$ cat config.mk
export PLATFORM = sky130hd
export DESIGN_NAME = conv_encoder
export DESIGN_NICKNAME = d
export VERILOG_FILES = /design/src/rtl/conv_encoder_pkg.sv /design/src/rtl/conv_enc_core.sv /design/src/rtl/conv_encoder.sv
export SDC_FILE = /design/constraint.sdc
export NUM_CORES = 1
export LEC_CHECK = 0
export ABC_AREA = 1
export CAP_MARGIN = 20
export CELL_PAD_IN_SITES_DETAIL_PLACEMENT = 1
export CELL_PAD_IN_SITES_GLOBAL_PLACEMENT = 1
export CORE_ASPECT_RATIO = 0.5
export CORE_UTILIZATION = 40
export CTS_BUF_LIST = sky130_fd_sc_hd__clkbuf_8
export CTS_CLUSTER_SIZE = 12
export DETAILED_ROUTE_END_ITERATION = 8
export GPL_ROUTABILITY_DRIVEN = 0
export PLACE_DENSITY = 0.84
export REMOVE_ABC_BUFFERS = 1
export SLEW_MARGIN = 20
export SYNTH_ARGS = -nofsm -noshare
export SYNTH_HDL_FRONTEND = slang
export SYNTH_HIERARCHICAL = 1
export SYNTH_SLANG_ARGS = --single-unit
$ cat constraint.sdc
create_clock -name Clock2 -period 5.1 [get_ports Clock2]
set_input_delay 1.02 -clock Clock2 [delete_from_list [all_inputs] [get_ports Clock2]]
set_output_delay 1.02 -clock Clock2 [all_outputs]
set_load 0.02 [all_outputs]
$ cat src/rtl/conv_encoder_pkg.sv
`default_nettype none
// ============================================================================
// Module : conv_encoder_pkg
// Purpose: Shared constants and types for the rate-1/2, K=7 convolutional
//          encoder. The encoder core is also reused by decoder benches as
//          a reference model, so its code constants are kept here.
// Contents:
//    K_CONV, WD_FSM, WD_CODE, WD_LEN   - widths
//    G0_CONV, G1_CONV                  - generator polynomials (171/133 oct)
//    TAIL_LAST                         - index of the final tail symbol
//    enc_state_t                       - frame FSM encoding
// Revision: 1.0 - initial release
// ============================================================================
package conv_encoder_pkg;

   localparam int K_CONV  = 7;
   localparam int WD_FSM  = K_CONV - 1;
   localparam int WD_CODE = 2;
   localparam int WD_LEN  = 16;

   // Bit 6 taps the incoming bit, bit 5 the most recent prior bit.
   localparam logic [K_CONV-1:0] G0_CONV = 7'b1111001;
   localparam logic [K_CONV-1:0] G1_CONV = 7'b1011011;

   // Tail symbols are numbered 0..5; the last one flushes the register.
   localparam logic [2:0] TAIL_LAST = 3'd5;

   typedef enum logic [1:0] {
      ST_IDLE = 2'd0,
      ST_DATA = 2'd1,
      ST_TAIL = 2'd2
   } enc_state_t;

endpackage : conv_encoder_pkg
`default_nettype wire

$ cat src/rtl/conv_enc_core.sv
`default_nettype none
// ============================================================================
// Module : conv_enc_core
// Purpose: Purely combinational K=7 encoder step: (bit, state) -> (code,
//          next state). Usable standalone as a reference model.
// Ports  :
//    bit_i    in  1        information (or tail) bit
//    state_i  in  WD_FSM   shift register, [5] = most recent prior bit
//    code_o   out WD_CODE  {c1,c0}, c1 from G0, c0 from G1
//    state_o  out WD_FSM   shift register after this bit
// Revision: 1.0 - initial release
// ============================================================================
module conv_enc_core
   import conv_encoder_pkg::*;
(
   input  logic                bit_i,
   input  logic [WD_FSM-1:0]   state_i,
   output logic [WD_CODE-1:0]  code_o,
   output logic [WD_FSM-1:0]   state_o
);

   logic [K_CONV-1:0] taps;

   assign taps    = {bit_i, state_i};
   assign code_o  = {^(G0_CONV & taps), ^(G1_CONV & taps)};
   assign state_o = {bit_i, state_i[WD_FSM-1:1]};

endmodule : conv_enc_core
`default_nettype wire

$ cat src/rtl/conv_encoder.sv
`default_nettype none
// ============================================================================
// Module : conv_encoder
// Purpose: Frame-based rate-1/2, K=7 convolutional encoder. Accepts FrameLen
//          information bits, then appends six zero tail bits so each frame
//          terminates in state 0. Registered valid/ready symbol output.
// Ports  :
//    Clock2     in  1        system clock, rising edge
//    Reset      in  1        asynchronous active-low reset
//    Start      in  1        frame start pulse, honoured in IDLE only
//    FrameLen   in  WD_LEN   information bits in frame, sampled on Start
//    InValid    in  1        InBit valid
//    InBit      in  1        information bit
//    InReady    out 1        InBit accepted this cycle
//    Code       out WD_CODE  encoded symbol {c1,c0}
//    CodeValid  out 1        Code holds a valid symbol
//    CodeReady  in  1        downstream accepts Code
//    CodeLast   out 1        final tail symbol of the frame
//    Busy       out 1        FSM not in IDLE
// Revision: 1.0 - initial release
// ============================================================================
module conv_encoder
   import conv_encoder_pkg::*;
(
   input  logic                Clock2,
   input  logic                Reset,
   input  logic                Start,
   input  logic [WD_LEN-1:0]   FrameLen,
   input  logic                InValid,
   input  logic                InBit,
   output logic                InReady,
   output logic [WD_CODE-1:0]  Code,
   output logic                CodeValid,
   input  logic                CodeReady,
   output logic                CodeLast,
   output logic                Busy
);

   enc_state_t           state_q, state_d;
   logic [WD_LEN-1:0]    len_q, len_d;
   logic [WD_LEN-1:0]    cnt_q, cnt_d;
   logic [2:0]           tail_q, tail_d;
   logic [WD_FSM-1:0]    shreg_q;
   logic [WD_CODE-1:0]   code_q;
   logic                 valid_q;
   logic                 last_q;

   logic                 slot_free;
   logic                 load;
   logic                 enc_bit;
   logic                 last_d;
   logic [WD_CODE-1:0]   enc_code;
   logic [WD_FSM-1:0]    enc_state;

   conv_enc_core u_core (
      .bit_i   (enc_bit),
      .state_i (shreg_q),
      .code_o  (enc_code),
      .state_o (enc_state)
   );

   // The output slot can take a new symbol if empty or being drained now.
   assign slot_free = !valid_q || CodeReady;

   always_comb begin
      state_d = state_q;
      len_d   = len_q;
      cnt_d   = cnt_q;
      tail_d  = tail_q;
      load    = 1'b0;
      enc_bit = 1'b0;
      last_d  = 1'b0;
      InReady = 1'b0;
      case (state_q)
         ST_IDLE: begin
            if (Start) begin
               len_d   = FrameLen;
               cnt_d   = '0;
               tail_d  = '0;
               state_d = (FrameLen == '0) ? ST_TAIL : ST_DATA;
            end
         end
         ST_DATA: begin
            InReady = slot_free;
            if (InValid && slot_free) begin
               load    = 1'b1;
               enc_bit = InBit;
               cnt_d   = cnt_q + 1'b1;
               if (cnt_q == len_q - 1'b1) begin
                  state_d = ST_TAIL;
               end
            end
         end
         ST_TAIL: begin
            // Zero bits are pushed through; after six the register is 0.
            if (slot_free) begin
               load   = 1'b1;
               tail_d = tail_q + 1'b1;
               if (tail_q == TAIL_LAST) begin
                  last_d  = 1'b1;
                  tail_d  = '0;
                  state_d = ST_IDLE;
               end
            end
         end
         default: begin
            state_d = ST_IDLE;
         end
      endcase
   end

   always_ff @(posedge Clock2 or negedge Reset) begin
      if (!Reset) begin
         state_q <= ST_IDLE;
         len_q   <= '0;
         cnt_q   <= '0;
         tail_q  <= '0;
         shreg_q <= '0;
      end else begin
         state_q <= state_d;
         len_q   <= len_d;
         cnt_q   <= cnt_d;
         tail_q  <= tail_d;
         if (load) begin
            shreg_q <= enc_state;
         end
      end
   end

   // Output register: holds steady under backpressure, empties when drained.
   always_ff @(posedge Clock2 or negedge Reset) begin
      if (!Reset) begin
         code_q  <= '0;
         valid_q <= 1'b0;
         last_q  <= 1'b0;
      end else if (load) begin
         code_q  <= enc_code;
         valid_q <= 1'b1;
         last_q  <= last_d;
      end else if (CodeReady) begin
         valid_q <= 1'b0;
         last_q  <= 1'b0;
      end
   end

   assign Code      = code_q;
   assign CodeValid = valid_q;
   assign CodeLast  = last_q;
   assign Busy      = (state_q != ST_IDLE);

endmodule : conv_encoder
`default_nettype wire
; ---- After elaboration in Yosys (flattened, before gate mapping)
; Cells that the tools add are included.
[word_totals]
register_bits = 47
in_bits = 22
[classes]
n_reduce_logical = 15
muxes = 26
add_sub_neg = 3
eq_ne = 9
[ops]
columns = cell, n
row1 = $mux 16, 2
row2 = $pmux 16 s2, 1
row3 = $add 16x1->16 const B, 1
row4 = $eq 16x16->1, 1
row5 = $logic_not 16->1, 1
row6 = $sub 16x1->16 const B, 1
row7 = $reduce_xor 7->1, 2
row8 = $mux 2, 6
row9 = $mux 1, 11
row10 = $ne 2x2->1 const B, 5
row11 = $mux 3, 3
row12 = $reduce_bool 2->1, 4
row13 = $pmux 2 s3, 1
row14 = $pmux 3 s2, 1
row15 = $reduce_and 3->1, 2
row16 = $reduce_and 5->1, 1
row17 = $add 3x1->3 const B, 1
row18 = $eq 3x3->1 const B, 1
row19 = $eq 2x1->1 const B, 1
row20 = $eq 2x2->1 const B, 1
row21 = $logic_not 2->1, 1
row22 = $pmux 1 s2, 1
row23 = $reduce_and 2->1, 1
row24 = $logic_and 1x1->1, 1
row25 = 2 further kinds, 2

; ---- Longest topological paths before layout
; Gate-level depths: netlist of the first run.
[depth]
word_depth = 6
ltp_mapped = 14
ltp_nobuf = 14

; ---- Cells and area by module
; The synthesis of the first run kept the hierarchy.
[by_module_without_submodules]
columns = module, n_inst, area_per_inst_um2, cells_per_inst
row1 = conv_encoder, 1, 2967.8, 418
row2 = conv_enc_core, 1, 177.7, 35

; ---- Worst setup path after synthesis of the first run
; OpenSTA, ideal clock, no wires.
[synth_timing]
path_kind = input -> output
startpoint = in CodeReady
endpoint = out InReady
required_time_ns = 4.080
cell_stages = 2
setup_slack_ns = 2.651
path_buffers = 0
arrival_ns = 1.429
cell_sequence = inv_2 a21oi_1
[synth_between]
elab_chain_len = 2
[synth_rtl]
columns = element, line
row1 = "start, declared", conv_encoder.sv:34  ; input logic CodeReady,
row2 = $logic_or 1x1->1, conv_encoder.sv:63  ; assign slot_free = !valid_q || CodeReady;
row3 = $mux 1, conv_encoder.sv:74  ; case (state_q)
row4 = "end, declared", conv_encoder.sv:31  ; output logic InReady,
; No other way between the ends.

; ---- Worst setup path in the final report of the first run
; Ends and elaborated chain as after synthesis.

==> results.txt, run 1 <==
CP max stage cell: clkdlybuf4s50_1
Min cycle time layout: 3378 ps
Initial antenna violation count: 0
Worst Setup End Kind: output pin
Synth top cells by count: 135 x nand2_1, 70 x inv_1, 47 x dfrtp_1, 41 x nor2_1, 34 x nand3_1
Worst IR Drop VDD: 0.2091 mV
Die ar.: 8244 um2
Rows: 22
Pre-antenna DRT Iters: 4
Gate Count Post-Synth: 453
Post-synthesis simple-gate area fraction: 39.14%
TritonCTS clock tree: built
Critical path class: in -> out
WHS: 498.4 ps
Area Overhead vs Synth: 13.44%
Crit path required time: 4080 ps
IO Count: 28
Synth Warn #: 6
Final WL: 8.004 mm
Number of synthesized flops with an enable pin: 0
Clk Latency, worst-skew pair: 310 ps
Total GRT Usage: 21.98%
Xor/xnor share of the synthesized area: 3.063%
Final nets: 505
Setup TNS: 0 ps
Bufs and invs on worst path: 3
Most frequent cell after synthesis: nand2_1
Clock root cell: clkbuf_8
Crit-path max FO: 4
Setup repair bufs after CTS: 0
Register area share after synthesis: 37.39%
Crit share post-route: 66.24%
RSZ-0062 raised after global routing: no
Clk sinks: 47
Max cap viols: 0
Rel. slew slack: 58.02%
CTS Buffer Depth: 2
Mux share of post-synthesis cell area: 0%
Port Buffers: 27
Placed cell count: 579
DR vias: 2900
Clk_skew: 6.322 ps
Drc violations: 0
Post-route insts no fill: 585
Gr ovfl total: 0
ANT nets after route: 0
Vias per cell: 4.957
Largest net degree at the start of global routing: 48
Largest family of logic cells by synthesized area: simple AND/OR/NAND/NOR gates
Layout cells sized above 1: 9.644%
Adder-Cell Fraction of Synth Area: 1.989%
Share of flip-flops with an asynchronous set or reset: 100.0%
Die Wd: 127.4 um
CTS resizes: 0
Synth Area per Inst: 6.944 um2
Vias in the first global route: 2930
Final hold vios: 0
Family with the most delay on the worst path: buffers and inverters
Yosys top cell by area: dfrtp_1
Cts hold-fix bufs: 0
Final setup fails: 0
Unique masters post-synth: 35
LEAKAGE: 0.001843 uW
Nature of the critical path startpoint: primary input
Max Fclk: 0.2960 GHz
Hold Path Class: reg -> reg
Pins over their slew limit: 0
First-pass GRT wire length: 14.04 mm
Die height: 64.71 um
CTS Buf Count: 5
ANT cells: 0
Initial Util: 42.17%
Reg2Reg Setup Slack: 2930 ps
Arrival @ worst endpoint: 2360 ps
Average wire per standard cell: 13.68 um
Worst-path cell chain: clkdlybuf4s50_1 > inv_2 > a21oi_1 > clkdlybuf4s50_1
Hpwl dp: 6.287 mm
Worst-path clk slew: 80 ps
Ys flop type: dfrtp_1
Initial DRC Count: 118
Crit path largest cell delay: 640 ps
#FFs+latches synth: 47
Complex-gate fraction of the synthesized area: 7.399%
Worst slew pin tran: 629.8 ps
Yosys top cell area share: 37.39%
H-tree Lvls: 2
Mapped Area: 3146 um2
Top cell by count, worst path: clkdlybuf4s50_1
Power Density: 493.6 nW/um2
Top cells by area, synth: dfrtp_1 37%, nand2_1 16%, inv_1 8.4%, nand3_1 5.4%, nor2_1 4.9%
Area of the core: 7460 um2
Status: complete, no violations
## state kept, by name (all words and copies together), names as in the netlist
| signal | count |
|---|---|
| cnt_q | 16 |
| state_q | 2 |
| CodeLast | 1 |
| tail_q | 3 |
| len_q | 16 |
| CodeValid | 1 |
| shreg_q | 6 |
| Code | 2 |
## where the power goes
part	total, uW	internal, uW	switching, uW
Combinational	929	332	596
Clock	213	89.7	123
Sequential	620	482	137
## cell usage in the layout (no fill, tap or decap), drive strengths merged
master         count
a211oi             1
a21oi             10
a31oi              2
buf                3
clkbuf             5
clkdlybuf4s50     26
dfrtp             47
ha                 5
inv               76
nand2            148
nand3             36
nand3b             1
nand4             11
nor2              54
nor3               7
nor3b              2
nor4               1
o21a               1
o21ai             28
o31ai              2
xnor2              8
xor2               3
## cell families (layout without fill, tap and decap cells)
| group | after synthesis | in the layout |
|---|---|---|
| xor gates and xnor gates | 11 | 11 |
| buffers and inverters | 86 | 110 |
| and+or+nand+nor | 260 | 260 |
| adders and majority gates | 5 | 5 |
| AOI/OAI and AO/OA | 44 | 44 |
| DFF | 47 | 47 |
## metrics by stage
| stage | worst slack (ps) | total power (uW) | instance area [um2] | util [%] |
|---|---|---|---|---|
| after floorplan | 2651 | 1275 | 3080 | - |
| after global placement | 1758 | 1510 | 3496 | 46.86 |
| after detailed placement | 1713 | 1559 | 3496 | 46.86 |
| after CTS | 1702 | 1783 | 3568 | 47.84 |
| after global routing | 1664 | 1941 | 3568 | 47.84 |
| final | 1722 | 1761 | 3568 | 47.84 |
## final cells by class
cell class	instances	area [um2]
fill	967	3891
multi-input combinational	320	1623
sequential	47	1176
inverter	75	281.5
timing repair buffer	29	280.3
tap	108	135.1
clock buffer	5	68.82
clock inverter	1	3.754
## layer usage
layer,global-route usage (%),wire length (um),vias up,part of all wire [%]
li1,-,-,1457,-
met1,30.73,4015,1403,50
met2,35.45,3699,32,46
met3,3.799,211,8,2.6
met4,5.357,77,0,0.96
met5,0,0,-,0
## worst min-delay path: stages, from the launching register on
cell	delay, ps
dfrtp_1	360
nand2_1	60
nand2_1	60
## path summary, 6_finish.rpt
check                                 from        end  depth (start not counted)
worst max-delay path             CodeReady    InReady                          4
worst min-delay path               Code[0]    Code[0]                          2
worst max register to register  state_q[0]   cnt_q[3]                          8
worst min register to register     Code[0]    Code[0]                          2
max in group asynchronous            Reset  len_q[10]                          2
min in group asynchronous            Reset   cnt_q[6]                          2
(Power assumes the default switching activity.)
==> run 2: changes to the inputs <==
==> constraint.sdc (replaced) <==
create_clock -name Clock2 -period 3.42 [get_ports Clock2]
set_input_delay 0.684 -clock Clock2 [delete_from_list [all_inputs] [get_ports Clock2]]
set_output_delay 0.684 -clock Clock2 [all_outputs]
set_load 0.02 [all_outputs]
==> run 2 against run 1 <==
Routed wire length decreased by 3.4%. Combinational power increased by 47%. Die area unchanged. Critical path depth increased by 1. Via count decreased by 1.3%. Critical path type is now reg -> out. Cell area increased by 0.25%. Clock skew about the same. Core utilization increased by 0.12 points. First-iteration DRC count decreased by 16%. Flip-flop and latch count unchanged. Clock power increased by 58%. Sequential share of layout area decreased by 0.081 points.
==> results.txt, run 2 (synthesis gave the netlist of run 1 again) <==
Status: complete, no violations
Arrival @ worst endpoint: 2060 ps (-300 ps)
Crit path required time: 2740 ps (-1340 ps)
DR vias: 2862 (-1.3%)
ANT nets after route: 0 (unchanged)
Worst-path clk slew: 90 ps (about the same)
Fill count: 977 (+1.0%)
CTS resizes: 0 (unchanged)
Total power: 2625 uW (+49%)
Worst slew pin tran: 837.4 ps (+207.7 ps)
Hold Path Class: in -> async
Initial DRC Count: 99 (-16%)
Most frequent cells in the layout: 135 x nand2_1, 72 x inv_1, 47 x dfrtp_1
Worst Setup End Kind: output pin
RSZ-0062 raised after global routing: no
Die ar.: 8244 um2 (unchanged)
Largest net degree at the start of global routing: 36 (-25%)
Critical path class: reg -> out
Min cycle time layout: 2747 ps
H-tree Lvls: 2 (unchanged)
CTS Buffer Depth: 2 (unchanged)
Port Buffers: 27 (unchanged)
Final WL: 7.734 mm (-3.4%)
Area Overhead vs Synth: 13.72%
Hpwl dp: 6.246 mm (-0.65%)
Average wire per standard cell: 13.18 um (-3.7%)
Total GRT Usage: 21.52% (-0.46 points)
Nature of the critical path startpoint: flip-flop
CTS Buf Count: 5 (unchanged)
Final hold vios: 0 (unchanged)
Worst IR Drop VDD: 0.2916 mV (+39%)
Layout cells sized above 1: 9.812% (+0.17 points)
Top Registers: cnt_q x16, len_q x16, shreg_q x6
Final core utilization: 47.95% (+0.12 points)
Initial Util: 42.17% (unchanged)
Setup repair bufs after CTS: 0 (unchanged)
Clk Latency, worst-skew pair: 300 ps (about the same)
Clk_skew: 5.867 ps (-0.4553 ps)
TritonCTS clock tree: built
Cts hold-fix bufs: 0 (unchanged)
Final nets: 505 (unchanged)
Final setup fails: 0 (unchanged)
Pins over their slew limit: 0 (unchanged)
Rows: 22 (unchanged)
Setup TNS: 0 ps (unchanged)
Vias per cell: 4.876 (-1.6%)
Max Fclk: 0.3640 GHz
Most common cell after layout, fill and taps aside: nand2_1
Area of the core: 7460 um2 (unchanged)
Power Density: 733.8 nW/um2 (+49%)
Vias in the first global route: 2972 (+1.4%)
Drc violations: 0 (unchanged)
ANT cells: 0 (unchanged)
First-pass GRT wire length: 13.92 mm (-0.88%)
Crit share post-route: 80.32%
Pre-antenna DRT Iters: 4 (unchanged)
Clock root cell: clkbuf_8
Gr ovfl total: 0 (unchanged)
Clk sinks: 47 (unchanged)
Max cap viols: 0 (unchanged)
LEAKAGE: 0.001853 uW (+0.50%)
IO Count: 28 (unchanged)
Die Wd: 127.4 um (unchanged)
Rel. slew slack: 44.17% (-14 points)
Initial antenna violation count: 0 (unchanged)
Crit-path max FO: 6 (+2)
Die height: 64.71 um (unchanged)
## run 2: where the power goes
part | total (uW) | leakage, uW | switching, uW | internal (uW)
Sequential | 919 | 0.000621 | 200 | 719
Clock | 336 | 0.0000505 | 197 | 138
Combinational | 1370 | 0.00118 | 876 | 495
## run 2: stage by stage
step / instance area, um2 / setup slack (ps) / cells / hold WS [ps]
CTS: 3577 / 664.4 / 587 / 490.3
floorplan: 3080 / 1369 / 442 / 388.4
global route: 3577 / 544.2 / 587 / 514.1
global placement: 3496 / 746.2 / 579 / 464.7
detailed placement: 3496 / 706.3 / 579 / 466.5
finish: 3577 / 673.0 / 587 / 470.4
## run 2: final timing paths
path	start	endpoint	slack [ps]	cells after the start
min in group Clock2	Code[1]	Code[1]	490	2
setup reg to reg	state_q[1]	Code[0]	1240	13
hold reg to reg	Code[1]	Code[1]	490	2
hold / removal	Reset	cnt_q[8]	470	1
setup / recovery	state_q[1]	InReady	670	5
max in group asynchronous	Reset	CodeLast	2240	2
## run 2: worst max-delay path, cell delays in order (launching register included)
cell	delay [ps]
dfrtp_1	420
inv_1	90
ha_1	310
inv_2	110
a21oi_1	190
clkdlybuf4s50_1	640
## run 2: per-layer routing
layer  track usage (%)  up-vias  part of all wire (%)
met4             4.018        0                  0.53
li1                  -     1457                     -
met1             30.11     1373                    53
met5                 0        -                     0
met3             3.799        4                   2.6
met2             35.18       28                    44
## run 2: layout make-up
type                       instances  area, um2  area share (%)
clock buffer                       5      68.82           1.924
timing repair buffer              29      280.3           7.835
sequential                        47       1176           32.88
clock inverter                     3      12.51          0.3498
multi-input combinational        320       1623           45.37
tap                              108      135.1           3.778
inverter                          75      281.5           7.870
